==> src/rtl/ecc_data_channel.sv <==
// ecc_data_channel: two-stage SECDED-protected data channel with error counters.
//
// Each accepted word is Hamming-encoded (parity at power-of-two positions 1..CW-1,
// even parity, bit 0 = overall even parity), optionally corrupted by inj_mask_i, and
// registered in S1. S2 registers the decode result. Single errors are corrected,
// double errors are flagged and passed through raw.
//
// Build option: define ECC_ERR_INJECT_EN to apply inj_mask_i on the channel. When it
// is undefined the mask port is kept but ignored and the channel is error-free.
//
// Ports:
//   clk_i, rst_i        clock, asynchronous active-high reset
//   in_valid_i/ready_o  upstream handshake, in_data_i payload, inj_mask_i bit flips
//   out_valid_o/ready_i downstream handshake, out_data_o corrected payload
//   err_corr_o          single error corrected (qualified by out_valid_o)
//   err_uncorr_o        uncorrectable error detected (qualified by out_valid_o)
//   clr_cnt_i           synchronous clear of both counters
//   corr_cnt_o          saturating count of err_corr_o transfers
//   uncorr_cnt_o        saturating count of err_uncorr_o transfers
module ecc_data_channel #(
    parameter int unsigned DATA_W = 8,
    parameter int unsigned CNT_W  = 16,
    // Smallest P with 2^P >= DATA_W + P + 1, valid for DATA_W in 4..64.
    localparam int unsigned P  = (DATA_W <= 4)  ? 3 :
                                 (DATA_W <= 11) ? 4 :
                                 (DATA_W <= 26) ? 5 :
                                 (DATA_W <= 57) ? 6 : 7,
    localparam int unsigned CW = DATA_W + P + 1
) (
    input  logic              clk_i,
    input  logic              rst_i,
    input  logic              in_valid_i,
    output logic              in_ready_o,
    input  logic [DATA_W-1:0] in_data_i,
    input  logic [CW-1:0]     inj_mask_i,
    output logic              out_valid_o,
    input  logic              out_ready_i,
    output logic [DATA_W-1:0] out_data_o,
    output logic              err_corr_o,
    output logic              err_uncorr_o,
    input  logic              clr_cnt_i,
    output logic [CNT_W-1:0]  corr_cnt_o,
    output logic [CNT_W-1:0]  uncorr_cnt_o
);

    logic              s1_valid_q, s1_valid_d;
    logic [CW-1:0]     s1_cw_q, s1_cw_d;
    logic              s2_valid_q, s2_valid_d;
    logic [DATA_W-1:0] s2_data_q, s2_data_d;
    logic              s2_corr_q, s2_corr_d;
    logic              s2_uncorr_q, s2_uncorr_d;
    logic [CNT_W-1:0]  corr_cnt_q, corr_cnt_d;
    logic [CNT_W-1:0]  uncorr_cnt_q, uncorr_cnt_d;

    logic              s1_adv, in_fire, out_fire;
    logic [CW-1:0]     enc_cw, chan_cw, fixed_cw;
    logic [DATA_W-1:0] enc_rem, dec_data;
    logic [P-1:0]      syn;
    logic              par_bad, in_range, dec_corr, dec_uncorr;

    // Handshake: S1 may move on whenever S2 is empty or draining this cycle.
    assign s1_adv   = !s2_valid_q || out_ready_i;
    assign in_ready_o = !s1_valid_q || s1_adv;
    assign in_fire  = in_valid_i && in_ready_o;
    assign out_fire = s2_valid_q && out_ready_i;

    // Encoder: data fills non-power-of-two positions LSB first.
    always_comb begin
        enc_cw  = '0;
        enc_rem = in_data_i;
        for (int j = 1; j < CW; j++) begin
            if ((j & (j - 1)) != 0) begin
                enc_cw[j] = enc_rem[0];
                enc_rem   = enc_rem >> 1;
            end
        end
        for (int k = 0; k < P; k++) begin
            for (int j = 1; j < CW; j++) begin
                if (j[k] && (j != (1 << k))) begin
                    enc_cw[1 << k] = enc_cw[1 << k] ^ enc_cw[j];
                end
            end
        end
        enc_cw[0] = ^enc_cw[CW-1:1];
    end

`ifdef ECC_ERR_INJECT_EN
    assign chan_cw = enc_cw ^ inj_mask_i;
`else
    assign chan_cw = enc_cw;
    logic unused_inj;
    assign unused_inj = ^inj_mask_i;
`endif

    // Decoder on the S1 codeword.
    always_comb begin
        syn = '0;
        for (int j = 1; j < CW; j++) begin
            if (s1_cw_q[j]) begin
                syn = syn ^ P'(j);
            end
        end
        par_bad    = ^s1_cw_q;
        in_range   = (32'(syn) < CW);
        // Odd parity with a syndrome past the last position cannot be a single flip.
        dec_corr   = par_bad && in_range;
        dec_uncorr = (par_bad && !in_range) || (!par_bad && (syn != '0));
        fixed_cw   = s1_cw_q;
        for (int j = 0; j < CW; j++) begin
            if (dec_corr && (syn == P'(j))) begin
                fixed_cw[j] = !fixed_cw[j];
            end
        end
        // Shift data bits in from the top so the first data position lands in bit 0.
        dec_data = '0;
        for (int j = 1; j < CW; j++) begin
            if ((j & (j - 1)) != 0) begin
                dec_data = {fixed_cw[j], dec_data[DATA_W-1:1]};
            end
        end
    end

    always_comb begin
        s1_valid_d  = s1_valid_q;
        s1_cw_d     = s1_cw_q;
        s2_valid_d  = s2_valid_q;
        s2_data_d   = s2_data_q;
        s2_corr_d   = s2_corr_q;
        s2_uncorr_d = s2_uncorr_q;
        if (in_ready_o) begin
            s1_valid_d = in_valid_i;
        end
        if (in_fire) begin
            s1_cw_d = chan_cw;
        end
        if (s1_adv) begin
            s2_valid_d = s1_valid_q;
            if (s1_valid_q) begin
                s2_data_d   = dec_data;
                s2_corr_d   = dec_corr;
                s2_uncorr_d = dec_uncorr;
            end
        end
    end

    // Counters saturate; clear takes priority over a same-cycle increment.
    always_comb begin
        corr_cnt_d   = corr_cnt_q;
        uncorr_cnt_d = uncorr_cnt_q;
        if (clr_cnt_i) begin
            corr_cnt_d   = '0;
            uncorr_cnt_d = '0;
        end else begin
            if (out_fire && s2_corr_q && (corr_cnt_q != '1)) begin
                corr_cnt_d = corr_cnt_q + 1'b1;
            end
            if (out_fire && s2_uncorr_q && (uncorr_cnt_q != '1)) begin
                uncorr_cnt_d = uncorr_cnt_q + 1'b1;
            end
        end
    end

    always_ff @(posedge clk_i or posedge rst_i) begin
        if (rst_i) begin
            s1_valid_q   <= 1'b0;
            s1_cw_q      <= '0;
            s2_valid_q   <= 1'b0;
            s2_data_q    <= '0;
            s2_corr_q    <= 1'b0;
            s2_uncorr_q  <= 1'b0;
            corr_cnt_q   <= '0;
            uncorr_cnt_q <= '0;
        end else begin
            s1_valid_q   <= s1_valid_d;
            s1_cw_q      <= s1_cw_d;
            s2_valid_q   <= s2_valid_d;
            s2_data_q    <= s2_data_d;
            s2_corr_q    <= s2_corr_d;
            s2_uncorr_q  <= s2_uncorr_d;
            corr_cnt_q   <= corr_cnt_d;
            uncorr_cnt_q <= uncorr_cnt_d;
        end
    end

    assign out_valid_o  = s2_valid_q;
    assign out_data_o   = s2_data_q;
    assign err_corr_o   = s2_corr_q;
    assign err_uncorr_o = s2_uncorr_q;
    assign corr_cnt_o   = corr_cnt_q;
    assign uncorr_cnt_o = uncorr_cnt_q;

endmodule

==> config.mk <==
export PLATFORM = sky130hd
export DESIGN_NAME = ecc_data_channel
export DESIGN_NICKNAME = d
export VERILOG_FILES = /design/src/rtl/ecc_data_channel.sv
export SDC_FILE = /design/constraint.sdc
export NUM_CORES = 1
export LEC_CHECK = 0
export CORE_MARGIN = 5
export CORE_UTILIZATION = 55
export CTS_CLUSTER_DIAMETER = 150
export DETAILED_ROUTE_END_ITERATION = 7
export HOLD_SLACK_MARGIN = 0.15
export PLACE_DENSITY = 0.94
export SYNTH_ARGS = -nofsm -noshare
export SYNTH_HDL_FRONTEND = slang
export SYNTH_SLANG_ARGS = --single-unit
==> constraint.sdc <==
create_clock -name clk_i -period 4.9 [get_ports clk_i]
set_input_delay 0.49 -clock clk_i [delete_from_list [all_inputs] [get_ports clk_i]]
set_output_delay 0.49 -clock clk_i [all_outputs]
set_load 0.05 [all_outputs]
Yosys cells after proc, flatten, opt, wreduce, memory -nomap -nowiden
Index checks and enable logic that the tools add are counted.
{"block": "totals", "word_cells": 108, "out_inout_bits": 44, "ff_bits": 57}
{"block": "op_classes", "n_eq_ne": 10, "addsub": 2, "bitwise_logic": 25, "reduce_logical": 38, "muxes": 24, "order_cmp": 1}
{"cell": "$mux W16", "n": 4}
{"cell": "$add A16 B1 Y16 const B", "n": 2}
{"cell": "$ne A16 B16 Y1 const B", "n": 2}
{"cell": "$mux W4", "n": 5}
{"cell": "$logic_and A1 B1 Y1", "n": 17}
{"cell": "$eq A4 B4 Y1 const B", "n": 4}
{"cell": "$xor A1 B1 Y1", "n": 14}
{"cell": "$reduce_xor A13 Y1", "n": 1}
{"cell": "$eq A4 B3 Y1 const B", "n": 3}
{"cell": "$logic_not A1 Y1", "n": 12}
{"cell": "$mux W3", "n": 4}
{"cell": "$not A2 Y2", "n": 6}
{"cell": "$reduce_xor A12 Y1", "n": 1}
{"cell": "$mux W1", "n": 9}
{"cell": "$not A3 Y3", "n": 2}
{"cell": "$eq A4 B2 Y1 const B", "n": 1}
{"cell": "$lt A4 B4 Y1 const B", "n": 1}
{"cell": "$mux W2", "n": 2}
{"cell": "$reduce_bool A2 Y1", "n": 2}
{"cell": "$reduce_bool A4 Y1", "n": 1}
{"cell": "$logic_or A1 B1 Y1", "n": 3}
{"cell": "$not A1 Y1 const A", "n": 3}
{"cell": "$reduce_and A2 Y1", "n": 1}

Logic depth before layout (Yosys ltp)
{"block": "depth", "word_depth": 24, "mapped_depth": 6, "depth_no_buf": 6}

Worst setup path after synthesis
Ideal clock, no wire load.
{"block": "synth_timing", "path_kind": "register to register", "start": "reg corr_cnt_q[0], in the netlist corr_cnt_o[0]", "end": "reg corr_cnt_q[1], in the netlist corr_cnt_o[1]", "t_arrival_ns": 2.109, "required_time_ns": 4.768, "path_stages_with_launch": 7, "synth_period_minus_slack_ns": 2.241, "n_path_buf": 0, "path_slack_ns": 2.659, "path_cell_list": "dfrtp_1 > ha_1 > inv_1 > nor4b_2 > a21o_1 > mux2i_1 > nor2_1"}
{"block": "synth_via", "elab_chain_len": 3, "elab_cells_between_ends": 6, "cone_classes": "add/sub: 1; eq/ne: 1; mux: 2; reduce/logical: 2"}
{"item": "from (decl)", "line": "52", "rtl": "logic [CNT_W-1:0] corr_cnt_q, corr_cnt_d;"}
{"item": "from (signal assigned)", "line": "180", "rtl": "corr_cnt_q <= corr_cnt_d;"}
{"item": "$add A16 B1 Y16 / $ne A16 B16 Y1 (equally long branches)", "line": "155, 154"}
{"item": "$mux W16 / $logic_and A1 B1 Y1 (equally long branches)", "line": "154", "rtl": "if (out_fire && s2_corr_q && (corr_cnt_q != '1)) begin"}
{"item": "$mux W16 / $reduce_bool A2 Y1 (equally long branches)"}
Parallel ways exist; a longest one is shown, timed or not. The select of a mux whose other input is x is not followed.
A chain may end at the register's enable or synchronous reset.

Worst setup path in the final report
{"block": "layout_timing", "start": "in out_ready_i", "end": "out in_ready_o"}
{"block": "layout_via", "elab_chain_len": 2}
{"item": "from (decl)", "line": "37", "rtl": "input logic out_ready_i,"}
{"item": "$logic_or A1 B1 Y1", "line": "62", "rtl": "assign s1_adv = !s2_valid_q || out_ready_i;"}
{"item": "$logic_or A1 B1 Y1", "line": "63", "rtl": "assign in_ready_o = !s1_valid_q || s1_adv;"}
{"item": "to (decl)", "line": "33", "rtl": "output logic in_ready_o,"}
No other way between the ends.

==> results.md <==
Run status:
- The flow ran to the end, and the final reports show no timing, DRC or antenna violations.

Global route:
- The initial antenna violation count is 0.
- The number of global-route vias before repair came to 2,696.
- The pin count of the biggest net entering global routing is 58.
- The first-pass GRT wire length is 12,500 um.
- The global route total overflow is 0.
- The overall fraction of global-route tracks in use is 0.206.

Setup path:
- The cell with the largest stage delay on the worst path is sky130_fd_sc_hd__clkdlybuf4s50_1.
- The biggest cell delay along the critical path is 0.83 ns.
- The buffering stage count on the worst path with inverters included is 2.
- The terminus of the critical flop-to-flop path is out_data_o[2]$_DFFE_PP0P_.
- The critical path is of the primary input to output pin type.
- The reg-to-reg setup timing slack is 2.59 ns.
- For the worst setup path, the data required time is 4.41 ns.
- For the worst setup path, the data arrival time is 2.03 ns.
- The signal on the critical path passes through clkdlybuf4s50_1 -> nand3b_1 -> clkdlybuf4s50_1.
- The cell seen most often among critical-path stages is sky130_fd_sc_hd__clkdlybuf4s50_1.
- The logic depth of the worst register-to-register path is 5.
- The worst setup path is captured at an output pin.
- On the critical path the largest part of the delay comes from buffers and inverters.
- The largest fanout of any net on the critical path is 5.
- The startpoint type of the worst setup path is a primary input.
- In this run the critical register-to-register path is launched from s1_cw_q[5]$_DFFE_PP0P_.

Route:
- Before antenna repair, the detailed router went through 4 iterations.
- In this run the remaining antenna-violating nets after routing total 0.
- In the final routed layout, each cell accounts on average for 15.7 um.
- The via density per instance is 5.96.
- The detailed-route via count is 2,799.
- The final wirelength is 7360 um.
- For this block, the initial DRC count from the detailed router was 129.
- The DRC violation count after routing is 0.

Timing:
- The smallest clock period supported by the final layout is computed as 2.52 ns.
- The clock arrives with 0.00702 ns of skew.
- The number of slew-limit violations in the final report was 0.
- Setup violations remaining at the end of the flow were counted as 0.
- Derived from the worst setup path, the maximum achievable clock frequency is 397 MHz.
- The relative slew slack is 0.222.
- The final hold violation count was 0.
- Hold timing on the final database bottoms out at a slack of 0.501 ns.
- In the finished design, the share of the clock period the worst path needs comes to 0.514.
- Setup repair after global routing left no endpoint under its margin.
- The setup TNS after final layout is 0 ns.
- The slew at the pin closest to its max-slew limit is 1.16 ns.

CTS:
- The total clock sinks is 57.
- CTS placed an instance of sky130_fd_sc_hd__clkbuf_8 at the clock tree root.
- The hold-fix buffer count after cts is 0.
- The depth of the CTS H-tree is 3.
- In this run the deepest clock path goes through 2 buffers.
- The post-CTS setup buffer count is 0.
- The clock transition at the register clock pins on the worst setup and hold paths after CTS is 0.06 ns.
- The clock latency of the later-clocked register in the worst-skew pair is 0.34 ns.
- The CTS tree is yes.
- Post-CTS repair changed the size of 0 cells.
- The number of clock buffers inserted by TritonCTS is 9.

Cells and area:
- The most common cell after layout, fill and taps aside is sky130_fd_sc_hd__dfrtp_1.
- The top cell types in the final layout, fill and taps aside, are sky130_fd_sc_hd__dfrtp_1, sky130_fd_sc_hd__clkdlybuf4s50_1, sky130_fd_sc_hd__xnor2_1.
- The antenna diode instance count is 0.
- Relative to the synthesized area, the layout overhead comes to 22.9%.
- Measured on the finished design, the core utilization comes to 0.692.
- The final layout contains 419 nets.
- The post-route standard cell area excluding fillers is 0.00410 mm2.
- The share of cells above drive strength 1 is 0.0734.

Synthesis:
- The number of nets handed over by synthesis was 365.
- Of the synthesized area, sequential elements account for 0.428.
- The proportion of register bits with asynchronous set or reset after synthesis is 1.00.
- After technology mapping, the gate count stands at 337.
- The number of enable flip-flop cells after synthesis is 0.
- In this run, synthesis produced a sequential element count of 57.
- The most used flip-flop cell after synthesis is sky130_fd_sc_hd__dfrtp_1.
- The total of warnings raised by yosys is 0.
- The number of different library cells used by synthesis comes to 46.
- The cell area that synthesis handed to floorplanning was 0.00333 mm2.
- Dividing the synthesized area by the synthesized cell count gives 9.89 um2.

Floorplanning:
- The die footprint is 0.00772 mm2.
- The cell row count is 28.
- The boundary pin count is 70.
- From bottom edge to top edge, the die measures 87.9 um.
- The core box area is 0.00592 mm2.
- The starting density of the core is 0.563.
- In this run the horizontal extent of the chip is 87.9 um.

Placement:
- The HPWL after detailed placement is 5130 um.
- The area of placed instances is 0.00392 mm2.
- The final estimated routing congestion in global placement is 0.831.
- Input and output buffers added on the ports amount to 56.

Hold path:
- The min-delay analysis places its worst path in the category register to register.
- The start point of the worst hold path is s1_cw_q[4]$_DFFE_PP0P_.
- The depth of the worst hold-timing path is 2.
- The worst hold path terminates at s1_cw_q[4]$_DFFE_PP0P_.

Power:
- For this design the ratio of total power to cell area is 412 mW/mm2.
- The analysis attributes to cell leakage a power of 1.58 nW.
- The maximum VDD drop is 0.000323 V.

Job:
- The count of maximum capacitance violations is 0.
logic make-up after synthesis:
kind of cell    after synthesis  share of synthesized area
fa+ha+maj                     2                    0.00751
buf+inv                      19                     0.0278
simple gates                129                      0.194
xor+xnor                     61                      0.179
mux                          11                     0.0360
compound gates               58                      0.128
flops                        57                      0.428
synthesized netlist by cell type (all sizes together), types with 2 or more instances:
cell type	number	area share
ha	2	0.0075
xor3	2	0.015
o31ai	2	0.0045
inv	5	0.0056
xor2	16	0.042
nor4	4	0.0075
a211oi	5	0.011
a2111o	7	0.024
and4	5	0.013
and3	5	0.0094
a311oi	3	0.0079
and2	4	0.0075
clkbuf	11	0.015
mux2	8	0.027
nor4b	2	0.0071
a2111oi	3	0.0079
mux2i	3	0.0090
a21oi	13	0.020
nand3	14	0.021
nor2	33	0.037
o2111ai	4	0.011
nand2b	4	0.0075
dfrtp	57	0.43
xnor3	2	0.014
o21ai	8	0.012
buf	2	0.0038
nand4	8	0.015
nor3	4	0.0060
o211ai	9	0.020
or4	6	0.014
nand2	37	0.042
xnor2	41	0.11
through the flow:
stage | std cells | setup slack, ns | power [mW]
final | 470 | 2.38 | 1.69
after global routing | 470 | 2.32 | 1.78
after CTS | 470 | 2.37 | 1.69
after detailed placement | 455 | 2.38 | 1.28
after global placement | 455 | 2.39 | 1.26
after floorplan | 337 | 2.66 | 1.11
worst register-to-register path, cell delays in order, from the launching register on:
cell and delay [ns]:
sky130_fd_sc_hd__dfrtp_1 0.47, sky130_fd_sc_hd__xnor2_1 0.33, sky130_fd_sc_hd__xor2_1 0.22, sky130_fd_sc_hd__or4_1 0.65
sky130_fd_sc_hd__a2111o_1 0.47, sky130_fd_sc_hd__o211ai_1 0.10
where the power goes:
group          switching [mW]  total, mW  internal [mW]  leakage [nW]
Sequential             0.0620      0.592          0.530         0.742
Clock                   0.180      0.409          0.229        0.0929
Combinational           0.422      0.687          0.265         0.748
layer usage:
metal | up-vias | GRT usage | share of wire
met1 | 1366 | 0.259 | 0.42
met3 | 22 | 0.0489 | 0.058
met5 | - | 0 | 0
li1 | 1321 | - | -
met2 | 90 | 0.342 | 0.49
met4 | 0 | 0.0865 | 0.026
registers in the layout (all words and copies together) (netlist names):
register      flops
out_valid_o       1
err_uncorr_o      1
err_corr_o        1
uncorr_cnt_o     16
corr_cnt_o       16
out_data_o        8
s1_cw_q          13
s1_valid_q        1
layout make-up:
class                   instances  area (um2)
repair buffers                 57         568
flip-flops and latches         57        1430
clock inverters                 4        45.0
inverters                       5        18.8
multi-input cells             261        1810
clock buffers                  11         131
well taps                      75        93.8
fillers                       437        1820
worst max-delay path by stage:
stage          slack, ns                      start  depth (start not counted)                        end
6_report            2.38                out_ready_i                          3                 in_ready_o
5_1_grt             2.32                out_ready_i                          3                 in_ready_o
4_1_cts             2.37                out_ready_i                          3                 in_ready_o
3_5_place_dp        2.38                out_ready_i                          3                 in_ready_o
3_3_place_gp        2.39                out_ready_i                          3                 in_ready_o
2_1_floorplan       2.66  corr_cnt_o[0]$_DFFE_PP0P_                          6  corr_cnt_o[1]$_DFFE_PP0P_
Power figures use the tool's default switching activity.
